$ cat src/rtl/seq_pkg.sv
// seq_pkg: shared state type and default widths for the fetch/sequencing unit
package seq_pkg;

    typedef enum logic [1:0] {
        IDLE = 2'd0,
        RUN  = 2'd1,
        DONE = 2'd2
    } seq_state_t;

    localparam int SEQ_D      = 10;
    localparam int SEQ_LUT_AW = 3;

endpackage

$ cat src/rtl/branch_lut.sv
// branch_lut: 1W1R branch-target register array, cleared by reset, combinational read
module branch_lut
    import seq_pkg::*;
#(
    parameter int D      = SEQ_D,
    parameter int LUT_AW = SEQ_LUT_AW
) (
    input  logic              clk,
    input  logic              reset,
    input  logic              we,
    input  logic [LUT_AW-1:0] waddr,
    input  logic [D-1:0]      wdata,
    input  logic [LUT_AW-1:0] raddr,
    output logic [D-1:0]      rdata
);

    logic [D-1:0] mem [2**LUT_AW];

    // Write port; a read of the entry being written sees the old value until the edge
    always_ff @(posedge clk) begin
        if (reset) mem <= '{default: '0};
        else if (we) mem[waddr] <= wdata;
    end

    assign rdata = mem[raddr];

endmodule

$ cat src/rtl/core_sequencer.sv
// core_sequencer: PC, run handshake, branch LUT and registered ALU flags; SEQ_CYCLE_CNT_EN adds cycle_cnt
module core_sequencer
    import seq_pkg::*;
#(
    parameter int D        = SEQ_D,
    parameter int LUT_AW   = SEQ_LUT_AW,
    parameter int START    = 0,
    parameter int PROG_END = 1023
`ifdef SEQ_CYCLE_CNT_EN
    ,
    parameter int CW       = 16
`endif
) (
    input  logic              clk,
    input  logic              reset,
    input  logic              req,
    output logic              done,
    output logic              busy,
    output logic [D-1:0]      prog_ctr,
    input  logic              stall_i,
    input  logic              halt_i,
    input  logic              branch_i,
    input  logic              rel_i,
    input  logic [LUT_AW-1:0] lut_sel,
    input  logic              lut_we,
    input  logic [LUT_AW-1:0] lut_waddr,
    input  logic [D-1:0]      lut_wdata,
    input  logic              flag_en,
    input  logic              zero_i,
    input  logic              pari_i,
    input  logic              sc_i,
    input  logic              sc_clr,
    input  logic              sc_en,
    output logic              zeroQ,
    output logic              pariQ,
    output logic              scQ
`ifdef SEQ_CYCLE_CNT_EN
    ,
    output logic [CW-1:0]     cycle_cnt
`endif
);

    seq_state_t   state, state_next;
    logic [D-1:0] pc_next, lut_rdata, target;
    logic         zero_next, pari_next, sc_next, at_end;

    branch_lut #(.D(D), .LUT_AW(LUT_AW)) u_lut (
        .clk   (clk),
        .reset (reset),
        .we    (lut_we),
        .waddr (lut_waddr),
        .wdata (lut_wdata),
        .raddr (lut_sel),
        .rdata (lut_rdata)
    );

    assign at_end = prog_ctr == D'(PROG_END);
    assign target = rel_i ? prog_ctr + lut_rdata : lut_rdata;
    assign done   = state == DONE;
    assign busy   = state == RUN;

    // Next state, next PC and next flags; stall freezes everything, end-of-run beats branches
    always_comb begin
        state_next = state;
        pc_next    = prog_ctr;
        zero_next  = zeroQ;
        pari_next  = pariQ;
        sc_next    = scQ;
        case (state)
            IDLE: if (req) begin
                state_next = RUN;
                pc_next    = D'(START);
                zero_next  = 1'b0;
                pari_next  = 1'b0;
                sc_next    = 1'b0;
            end
            RUN: if (!stall_i) begin
                zero_next = flag_en ? zero_i : zeroQ;
                pari_next = flag_en ? pari_i : pariQ;
                sc_next   = sc_clr ? 1'b0 : (sc_en ? sc_i : scQ);
                if (halt_i || at_end) state_next = DONE;
                else pc_next = branch_i ? target : prog_ctr + D'(1);
            end
            DONE: if (!req) state_next = IDLE;
            default: state_next = IDLE;
        endcase
    end

    // State, PC and flag registers
    always_ff @(posedge clk) begin
        if (reset) begin
            state    <= IDLE;
            prog_ctr <= D'(START);
            zeroQ    <= 1'b0;
            pariQ    <= 1'b0;
            scQ      <= 1'b0;
        end else begin
            state    <= state_next;
            prog_ctr <= pc_next;
            zeroQ    <= zero_next;
            pariQ    <= pari_next;
            scQ      <= sc_next;
        end
    end

`ifdef SEQ_CYCLE_CNT_EN
    // Saturating count of RUN cycles, stalls included; restarted when a run begins
    always_ff @(posedge clk) begin
        if (reset) cycle_cnt <= '0;
        else if (state == IDLE && req) cycle_cnt <= '0;
        else if (state == RUN && cycle_cnt != '1) cycle_cnt <= cycle_cnt + CW'(1);
    end
`endif

endmodule

$ cat config.mk
export PLATFORM = sky130hd
export DESIGN_NAME = core_sequencer
export DESIGN_NICKNAME = d
export VERILOG_FILES = /design/src/rtl/seq_pkg.sv /design/src/rtl/branch_lut.sv /design/src/rtl/core_sequencer.sv
export SDC_FILE = /design/constraint.sdc
export NUM_CORES = 1
export LEC_CHECK = 0
export BUFFER_PORTS_ARGS = -buffer_cell sky130_fd_sc_hd__buf_2
export CAP_MARGIN = 40
export CORE_MARGIN = 5
export CORE_UTILIZATION = 30
export CTS_BUF_LIST = sky130_fd_sc_hd__clkbuf_8 sky130_fd_sc_hd__clkbuf_16
export CTS_CLUSTER_SIZE = 24
export DETAILED_ROUTE_END_ITERATION = 10
export PLACE_DENSITY = 0.53
export SETUP_SLACK_MARGIN = 0.05
export SLEW_MARGIN = 20
export SYNTH_ARGS = -nofsm -noshare
export SYNTH_HDL_FRONTEND = slang
export SYNTH_HIERARCHICAL = 1
export SYNTH_SLANG_ARGS = --single-unit
export TNS_END_PERCENT = 30
$ cat constraint.sdc
create_clock -name clk -period 5.69 [get_ports clk]
set_input_delay 0 -clock clk [delete_from_list [all_inputs] [get_ports clk]]
set_output_delay 0 -clock clk [all_outputs]
set_load 0.01 [all_outputs]
==> metrics.txt <==
# TYPE chip_impl_metric gauge
chip_impl_metric{name="port_buffers",unit=""} 44
chip_impl_metric{name="synth_area",unit="um^2"} 5080
chip_impl_metric{name="total_wire_length",unit="mm"} 14.4
chip_impl_metric{name="drt_iter0_drc",unit=""} 352
chip_impl_metric{name="fin_crit_sh",unit="%"} 48.1
chip_impl_metric{name="cp_data_arrival_time",unit="ns"} 2.97
chip_impl_metric{name="synth.net_count",unit=""} 634
chip_impl_info{name="root_buffer",value="sky130_fd_sc_hd__clkbuf_16"} 1
chip_impl_info{name="outcome",value="finished, final reports clean"} 1
chip_impl_info{name="end_kind",value="flip-flop"} 1
chip_impl_metric{name="fp.coreArea",unit="um^2"} 16600
chip_impl_metric{name="detailedRoute.firstPassIterationCount",unit=""} 6
chip_impl_metric{name="yosys_warnings",unit=""} 6
chip_impl_info{name="mostFrequentLayoutCells",value="170 x sky130_fd_sc_hd__nand2_1, 95 x sky130_fd_sc_hd__dfxtp_1, 93 x sky130_fd_sc_hd__a21oi_1"} 1
chip_impl_info{name="worstSetupStartpointType",value="flip-flop"} 1
chip_impl_metric{name="fin_worst_hold_slack",unit="ns"} 0.0607
chip_impl_metric{name="setup_total_negative_slack",unit="ns"} 0
chip_impl_metric{name="setup_violations",unit=""} 0
chip_impl_metric{name="grt_pass1_vias",unit=""} 4265
chip_impl_metric{name="met1_length",unit="mm"} 7.01
chip_impl_metric{name="area_of_the_die",unit="um^2"} 19600
chip_impl_info{name="top_layer_used",value="met4"} 1
chip_impl_metric{name="relSlewSlack",unit="%"} 40.7
chip_impl_metric{name="final_period_minus_worst_setup_slack",unit="ns"} 2.74
chip_impl_metric{name="synth.yosys.seq_area_share",unit="%"} 37.4
chip_impl_metric{name="layout_setup_ws",unit="ns"} 2.95
chip_impl_metric{name="clock.fmax",unit="GHz"} 0.365
chip_impl_metric{name="fin_skew",unit="ns"} 0.0103
chip_impl_metric{name="grt_util_all_layers",unit="%"} 14.5
chip_impl_info{name="hp-class",value="in2reg"} 1
chip_impl_metric{name="number_of_vias_per_cell_after_detailed_routing",unit=""} 5.26
chip_impl_metric{name="cts_buffer_depth",unit=""} 2
chip_impl_metric{name="wl_per_cell",unit="um"} 17.0
chip_impl_metric{name="pwr_density_cell",unit="nW/um^2"} 252
chip_impl_metric{name="p_total",unit="uW"} 1460
chip_impl_metric{name="cap_viol_max_count",unit=""} 0
chip_impl_metric{name="cts.htree.levels",unit=""} 3
chip_impl_metric{name="tritoncts.num_buffers",unit=""} 9
chip_impl_metric{name="clock_latency",unit="ns"} 0.35
chip_impl_info{name="path_class",value="reg2reg"} 1
chip_impl_metric{name="synth_enable_flop_cells",unit=""} 0
chip_impl_metric{name="met2WireLength",unit="mm"} 6.11
chip_impl_metric{name="timing.critical_path.fanout_max",unit=""} 3
chip_impl_metric{name="tritoncts_num_sinks",unit=""} 95
chip_impl_metric{name="grt_first_pass_wirelength",unit="mm"} 22.7
chip_impl_metric{name="die_y",unit="um"} 140
chip_impl_metric{name="synthesis.instances",unit=""} 593
chip_impl_metric{name="post-place-ws",unit="ns"} 2.70
chip_impl_metric{name="num-fill-cells",unit=""} 1735
chip_impl_metric{name="final-max-slew-violation-count",unit=""} 0
chip_impl_metric{name="synthArstFlopShare",unit="%"} 0
chip_impl_metric{name="yosysUniqueCellTypes",unit=""} 70
chip_impl_info{name="synthFlopType",value="sky130_fd_sc_hd__dfxtp_1"} 1
chip_impl_metric{name="number_of_antenna_violating_nets_in_the_routed_design",unit=""} 0
chip_impl_metric{name="chip_width",unit="um"} 140
chip_impl_metric{name="dpl-instance-area",unit="um^2"} 5360
chip_impl_info{name="leading_cell_type_in_the_layout_fill_and_taps_excluded",value="sky130_fd_sc_hd__nand2_1"} 1
chip_impl_info{name="cts_tree",value="done"} 1
chip_impl_metric{name="insertedDiodeCount",unit=""} 0
chip_impl_metric{name="vias",unit=""} 4445
chip_impl_metric{name="drc",unit=""} 0
chip_impl_metric{name="grt_overflow_total",unit=""} 0
chip_impl_metric{name="grt_max_degree",unit=""} 64
chip_impl_metric{name="fin_area",unit="um^2"} 5810
chip_impl_metric{name="synth_seq_cells",unit=""} 95
chip_impl_metric{name="postSynthAreaPerCell",unit="um^2"} 8.56
chip_impl_metric{name="hold_viol_final",unit=""} 0
chip_impl_metric{name="layout-drive-gt1-share",unit="%"} 15.8
chip_impl_metric{name="syn_to_final_growth",unit="%"} 14.5
chip_impl_metric{name="irDropWorstVdd",unit="V"} 0.000200
chip_impl_metric{name="cp_data_required_time",unit="ns"} 5.93
chip_impl_metric{name="floorplan.initialDensity",unit="%"} 30.6
chip_impl_metric{name="route.met3.wl",unit="um"} 953
chip_impl_metric{name="power.leakage",unit="uW"} 0.00216
chip_impl_metric{name="detailedPlacementHpwl",unit="mm"} 9.60
chip_impl_metric{name="cts_resized",unit=""} 0
chip_impl_metric{name="globalplace.congestion",unit=""} 0.843
chip_impl_metric{name="num_rows",unit=""} 47
chip_impl_metric{name="slew_at_the_pin_closest_to_its_max_slew_limit",unit="ns"} 0.885
chip_impl_metric{name="num_io_pins",unit=""} 45
chip_impl_info{name="setup_repair_after_global_routing_missed_its_margin",value="false"} 1
chip_impl_metric{name="clkSlewWorstSetupHoldPaths",unit="ns"} 0.07
chip_impl_metric{name="layout.nets",unit=""} 661
chip_impl_metric{name="number_of_antenna_violations_at_the_first_check_in_global_routing",unit=""} 0
-- critical path: stages, from the launching register on --
cell                       delay [ns]
sky130_fd_sc_hd__dfxtp_1         0.33
sky130_fd_sc_hd__mux4_2          0.46
sky130_fd_sc_hd__mux2_2          0.30
sky130_fd_sc_hd__ha_1            0.30
sky130_fd_sc_hd__a211oi_1        0.32
sky130_fd_sc_hd__o21bai_1        0.16
sky130_fd_sc_hd__a21oi_1         0.20
sky130_fd_sc_hd__xnor2_1         0.08
sky130_fd_sc_hd__mux2_2          0.27
sky130_fd_sc_hd__a31o_1          0.21
-- final cells by class --
cell class	instances	area (um^2)	area share, %
Multi-Input combinational cell	441	2870	49.4
Tap cell	220	275	4.73
Sequential cell	95	1900	32.7
Clock buffer	10	239	4.11
Clock inverter	6	67.6	1.16
Inverter	10	37.5	0.646
Timing Repair Buffer	63	420	7.23
-- power by group --
part | total [uW] | switching, uW | internal, uW
registers | 690 | 10.5 | 680
logic | 153 | 92.5 | 60.2
clock network | 622 | 266 | 356
total | 1460 | 369 | 1100
-- registers in the layout, indices dropped and copies added, names as in the netlist --
signal / count
pariQ: 1
prog_ctr: 10
scQ: 1
state: 2
u_lut/mem: 80
zeroQ: 1
-- Yosys cell counts (6+ instances only) --
library cell / n / area (um^2)
sky130_fd_sc_hd__a21oi_1: 93 / 465
sky130_fd_sc_hd__dfxtp_1: 95 / 1900
sky130_fd_sc_hd__buf_4: 14 / 105
sky130_fd_sc_hd__nor2_1: 14 / 52.6
sky130_fd_sc_hd__mux2_2: 12 / 135
sky130_fd_sc_hd__buf_1: 6 / 22.5
sky130_fd_sc_hd__clkbuf_1: 12 / 45.0
sky130_fd_sc_hd__nor3_1: 6 / 30.0
sky130_fd_sc_hd__o21ai_0: 12 / 60.1
sky130_fd_sc_hd__nand2_1: 170 / 638
sky130_fd_sc_hd__nor2b_1: 6 / 37.5
sky130_fd_sc_hd__mux4_2: 13 / 293
sky130_fd_sc_hd__buf_2: 12 / 60.1
sky130_fd_sc_hd__nand3_1: 6 / 30.0
sky130_fd_sc_hd__ha_1: 10 / 125
sky130_fd_sc_hd__mux4_1: 7 / 184
sky130_fd_sc_hd__inv_1: 8 / 30.0
-- cell families (layout without fill, tap and decap cells) --
group | count (synthesis) | in the layout | share of synthesized area (%)
flops | 95 | 95 | 37.4
xor+xnor | 5 | 5 | 0.862
simple gates | 243 | 243 | 22.9
buf+inv | 57 | 89 | 5.99
fa+ha+maj | 11 | 11 | 2.86
mux | 35 | 35 | 12.6
compound gates | 147 | 147 | 17.3
-- worst paths after layout --
kind | slack (ns) | start | endpoint | depth (start not counted)
setup reg to reg | 2.95 | u_lut/mem[1] | prog_ctr[5] | 9
hold / removal | 0.06 | stall_i | prog_ctr[8] | 4
setup / recovery | 2.95 | u_lut/mem[1] | prog_ctr[5] | 9
hold reg to reg | 0.45 | u_lut/mem[49] | u_lut/mem[49] | 2
-- per-stage QoR --
stage / cells / util (%)
2_1_floorplan: 593 / -
3_3_place_gp: 813 / 32.1
3_5_place_dp: 814 / 32.3
4_1_cts: 845 / 35.1
5_1_grt: 845 / 35.1
6_report: 845 / 35.1
-- routing by layer --
layer	vias up	track usage [%]
li1	2147	-
met1	2123	20.4
met2	152	21.9
met3	23	3.61
met4	0	4.79
met5	-	0
-- what timing repair did --
action / CTS / global route
hold buffers: 15 / 0
setup buffers: 0 / 0
hold endpoints to repair: 84 / 0
Note: power is estimated with default switching activity, not from simulation.
